==> config.mk <==
export PLATFORM = sky130hd
export DESIGN_NAME = adc_sample_dispatch
export DESIGN_NICKNAME = d
export VERILOG_FILES = /design/src/rtl/adc_sample_dispatch.sv
export SDC_FILE = /design/constraint.sdc
export NUM_CORES = 1
export LEC_CHECK = 0
export ABC_AREA = 0
export CORE_UTILIZATION = 40
export CTS_BUF_LIST = sky130_fd_sc_hd__clkbuf_16
export DETAILED_ROUTE_END_ITERATION = 10
export SLEW_MARGIN = 0
export SYNTH_ARGS = -nofsm -noshare
export SYNTH_HDL_FRONTEND = slang
export SYNTH_SLANG_ARGS = --single-unit
==> constraint.sdc <==
create_clock -name clk -period 5.95 [get_ports clk]
set_input_delay 1.19 -clock clk [delete_from_list [all_inputs] [get_ports clk]]
set_output_delay 1.19 -clock clk [all_outputs]
set_load 0.1 [all_outputs]
==> src/rtl/adc_sample_dispatch.sv <==
// adc_sample_dispatch: per-channel holding registers drained round-robin into one valid/ready sample stream
module adc_sample_dispatch #(
    parameter int NCH = 10,
    parameter int DW  = 16
) (
    input  logic              clk,
    input  logic              rst,
    input  logic [NCH*DW-1:0] i_data,
    input  logic [NCH-1:0]    i_rdy,
    output logic              o_valid,
    input  logic              i_ready,
    output logic [DW-1:0]     o_data,
    output logic [3:0]        o_chan,
    output logic [NCH-1:0]    o_overflow,
    input  logic              i_ovf_clr
);
    logic [DW-1:0]  hold_q [NCH];
    logic [DW-1:0]  hold_d [NCH];
    logic [NCH-1:0] pend_q, pend_d, ovf_q, ovf_d, gnt;
    logic [3:0]     last_q, last_d, chan_q, chan_d, gnt_idx;
    logic [DW-1:0]  data_q, data_d;
    logic           valid_q, valid_d, load, found, gnt_v;
    int             idx;

    always_comb begin
        load    = !valid_q || i_ready;
        found   = 1'b0;
        gnt_idx = '0;
        idx     = 0;
        // search starts just after the last granted channel and wraps
        for (int i = 1; i <= NCH; i++) begin
            idx = (int'(last_q) + i) % NCH;
            if (!found && pend_q[idx]) begin
                found   = 1'b1;
                gnt_idx = 4'(idx);
            end
        end
        gnt_v = load && found;
        for (int k = 0; k < NCH; k++) begin
            gnt[k]    = gnt_v && (gnt_idx == 4'(k));
            pend_d[k] = i_rdy[k] || (pend_q[k] && !gnt[k]);
            hold_d[k] = (i_rdy[k] && (!pend_q[k] || gnt[k])) ? i_data[k*DW +: DW] : hold_q[k];
            ovf_d[k]  = (i_rdy[k] && pend_q[k] && !gnt[k]) || (ovf_q[k] && !i_ovf_clr);
        end
        valid_d = load ? gnt_v : valid_q;
        data_d  = gnt_v ? hold_q[gnt_idx] : data_q;
        chan_d  = gnt_v ? gnt_idx : chan_q;
        last_d  = gnt_v ? gnt_idx : last_q;
    end

    always_ff @(posedge clk) begin
        if (rst) begin
            for (int k = 0; k < NCH; k++) hold_q[k] <= '0;
            pend_q  <= '0;
            ovf_q   <= '0;
            last_q  <= 4'(NCH - 1);
            valid_q <= 1'b0;
            data_q  <= '0;
            chan_q  <= '0;
        end else begin
            for (int k = 0; k < NCH; k++) hold_q[k] <= hold_d[k];
            pend_q  <= pend_d;
            ovf_q   <= ovf_d;
            last_q  <= last_d;
            valid_q <= valid_d;
            data_q  <= data_d;
            chan_q  <= chan_d;
        end
    end

    assign o_valid    = valid_q;
    assign o_data     = data_q;
    assign o_chan     = chan_q;
    assign o_overflow = ovf_q;
endmodule

==> summary.txt, run 1 <==
Status = finished clean
Vias in the first global route = 10.72k
Worst hold slack across all endpoints = 468.6 ps
Routed met1 length = 17860 um
Launch instance of the worst register-to-register path = last_q[2]
WS Path Type = reg2reg
Transition time of the tightest slew-check pin = 1089 ps
Aggregate routed wire length = 41830 um
Post-synth net total = 1429
Footprint of the multi-input gates = 7058 um2
Endpoint, Worst Hold = o_chan[3]
DR top layer = met4
Wire length of the first global-routing pass = 63260 um
Count of endpoints failing setup in the final report = 0
Max-Cap Viols = 0
Endpoint of the worst register-to-register path = o_data[12]
Min-Delay Startpoint = o_chan[3]
Die Height = 183.3 um
Final number of hold-violating endpoints = 0
Setup tns final = 0 ps
Most common cell after layout, fill and taps aside = clkdlybuf4s50_1
Inserted Clock Buffers = 22
Cell depth of the worst hold path = 2
GRT Resource Usage Total = 0.2478
Number of search-and-repair iterations in the first detailed-routing pass = 6
H-tree levels = 1
Flip-flop and latch area = 5665 um2
Maximum fanout encountered on the critical timing path = 21
DRC errors left = 0
Sequential cell area fraction in the yosys report = 0.4311
Clock-pin transition on the worst setup and hold timing paths = 60 ps
Detailed-route wire length per cell = 21.63 um
Final clock skew = 32.11 ps
Total via count in the routed design = 11.03k
Register-to-Register Path Depth = 22
Number of sinks driven by the clock tree = 203
Period utilization = 0.9546
Maximum number of pins on one net before global-route repair = 35
Required @ worst endpoint = 6350 ps
Pre-CTS setup slack = 87.44 ps
Most instantiated flip-flop cell in the synthesis netlist = edfxtp_1
Startpoint type of the worst setup path = flip-flop
Async SR Flop Fraction = 0
Setup repair after global routing missed its margin = false
Total congestion overflow after global routing = 0
Number of warning messages in the yosys log = 0
Critical Path Sink Type = flip-flop
CTS tree = yes
GPL Wtd Cong = 1.031
Number of flops mapped to enable cells by yosys = 160
Setup slack on the worst flop-to-flop path = 270 ps
Classification of the worst-slack hold path = reg2reg
Worst Setup Slack, final = 270.3 ps
Synthesized area divided by synthesized cell count = 10.79 um2
Post-Synthesis Cells = 1218
Arrival time of the worst setup path = 6080 ps
Final Max Slew Viols = 0
Initial Utilization = 0.4049
Cell Area, Synth = 13140 um2
Placed standard-cell area = 16200 um2
Final net count = 1687
Antenna violations before repair = 0
Half-perimeter wire length after detailed placement = 31790 um
Number of different library cells in the post-synthesis netlist = 109
Area of the core = 32450 um2
Via density per instance = 5.701
Top library cells by usage in the layout, fill and taps aside = 203 x clkdlybuf4s50_1, 172 x and2_1, 160 x edfxtp_1, 89 x buf_4, 68 x nor2_1
Layout cell share with drive strength beyond 1 = 0.1716
Area added between synthesis and finish = 29.98%
Iter 0 DRT Violations = 945
Clk_lat worst skew = 530 ps
Max-slew headroom at the worst pin = 0.2716
Achievable clock frequency = 176.1 MHz
Period minus WS final = 5680 ps
Met2 wire length = 20330 um
Met3 layer wire length in the routed design = 2476 um
Count of pins on the block boundary = 205
Clk buf depth = 3
Number of synthesized register bits = 203
Area of the die = 33580 um2
Number of buffer cells added on primary ports = 204
Die extent in x = 183.3 um
Antenna cell count = 0
Post-route ant nets = 0
Clock Tree Root = clkbuf_16
Post-layout instance area = 17080 um2
Filler Cell Count = 2864
Core Rows = 66
==> worst max-delay path, cell delays in order, from the launching register on <==
cell	delay (ps)
dfxtp_1	310
inv_1	280
ha_1	330
buf_4	220
inv_1	190
ha_1	170
inv_1	40
ha_1	260
nor2b_1	120
o221ai_1	140
a22oi_2	320
a21oi_1	140
xnor2_1	210
o41ai_1	460
buf_4	190
o21ai_0	140
nor3b_2	220
o31ai_4	370
buf_4	220
buf_6	260
mux4_2	600
a22oi_1	260
a21oi_1	100
==> worst max-delay path by stage <==
stage,startpoint,cells after the start,slack (ps),to
2_1_floorplan,last_q[1],20,100,hold_q[5][0]
3_5_place_dp,last_q[1],22,90,hold_q[8][5]
3_3_place_gp,last_q[1],20,140,hold_q[8][1]
4_1_cts,last_q[1],22,20,hold_q[8][5]
6_report,last_q[2],22,270,o_data[12]
5_1_grt,last_q[2],20,30,hold_q[3][5]
==> routing by layer <==
layer	GRT usage	vias to the layer above
met1	0.3355	5336
met2	0.4160	457
met4	0.07167	0
met3	0.02998	58
met5	0	-
li1	-	5175
==> cell families (layout without fill, tap and decap cells) <==
logic type,count (synthesis),after routing,share of synthesized area
buffers and inverters,107,381,0.03961
adder cells (fa/ha/maj),39,39,0.03675
multiplexers,67,67,0.08588
flip-flops,203,203,0.4311
AND/OR/NAND/NOR,431,431,0.1915
XOR/XNOR,32,32,0.02304
AO/OA/AOI/OAI,339,339,0.1921
==> per-stage QoR <==
stage | cells | util
6_report | 1934 | 0.5263
5_1_grt | 1934 | 0.5263
4_1_cts | 1928 | 0.5217
3_5_place_dp | 1888 | 0.4993
3_3_place_gp | 1888 | 0.4993
2_1_floorplan | 1218 | -
==> layout make-up <==
type / instances / share of cell area
inverter: 34 / 0.007471
multi-input combinational: 908 / 0.4132
sequential: 203 / 0.3317
tap: 442 / 0.03238
timing repair buffer: 307 / 0.1727
clock inverter: 17 / 0.008863
clock buffer: 23 / 0.03369
==> registers in the layout (all words and copies together) (netlist names) <==
| signal | cells |
|---|---|
| hold_q | 160 |
| o_data | 16 |
| pend_q | 10 |
| o_overflow | 10 |
| o_chan | 2 |
| o_valid | 1 |
| last_q | 4 |
==> synthesized netlist by cell type, types with 5 or more instances <==
cell       instances  area share
o211ai_1          17      0.0097
mux4_2            35       0.060
a32o_1            10      0.0076
nor3_4             6      0.0074
o31a_1            12      0.0080
o21ai_0           59       0.022
mux2i_1           21       0.016
o21ai_1            7      0.0027
clkbuf_1          26      0.0074
mux2_2             9      0.0077
a31oi_1           17      0.0081
nand3_1           18      0.0069
ha_1              37       0.035
xnor2_1           22       0.015
xor2_1             7      0.0047
a21oi_1           58       0.022
nor4_1             6      0.0029
o21a_1             7      0.0040
inv_1             31      0.0089
nand2_1           55       0.016
a21o_1            10      0.0057
o221ai_1          21       0.014
or2_2              9      0.0043
nor2b_1           15      0.0071
nand4_1            9      0.0043
dfxtp_1           43       0.066
and2_1           173       0.082
a32oi_1            6      0.0040
nor3_1            11      0.0042
a22oi_1           19       0.011
buf_2             25      0.0095
a211oi_1          15      0.0086
or3_1              8      0.0038
nor2_1            68       0.019
nand2b_1          11      0.0052
o2111ai_1          5      0.0033
edfxtp_1         160        0.37
o22ai_1            8      0.0038
buf_4             15      0.0086
a211o_1            5      0.0033
==> what timing repair did <==
| action | 4_1_cts | 5_1_grt |
|---|---|---|
| setup buffers | 0 | 5 |
| gates resized for setup | 0 | 23 |
| setup endpoints to repair | 0 | 254 |
| hold buffers | 0 | 0 |
Power of run 1 is left out: the tool's default activity adds up to more than one toggle a clock period on the data nets, which glitch-free logic cannot reach.
==> run 2, diff against run 1 <==
--- a/config.mk
+++ b/config.mk
@@ -11,2 +11,3 @@
 export DETAILED_ROUTE_END_ITERATION = 10
+export GPL_ROUTABILITY_DRIVEN = 1
 export SLEW_MARGIN = 0
--- a/constraint.sdc
+++ b/constraint.sdc
@@ -3,2 +3,2 @@
 set_output_delay 1.19 -clock clk [all_outputs]
-set_load 0.1 [all_outputs]
+set_load 0.01 [all_outputs]
==> results of run 2 <==
The final DEF is identical to that of run 1. Status: finished clean.
Power of run 2 is left out for the same reason.
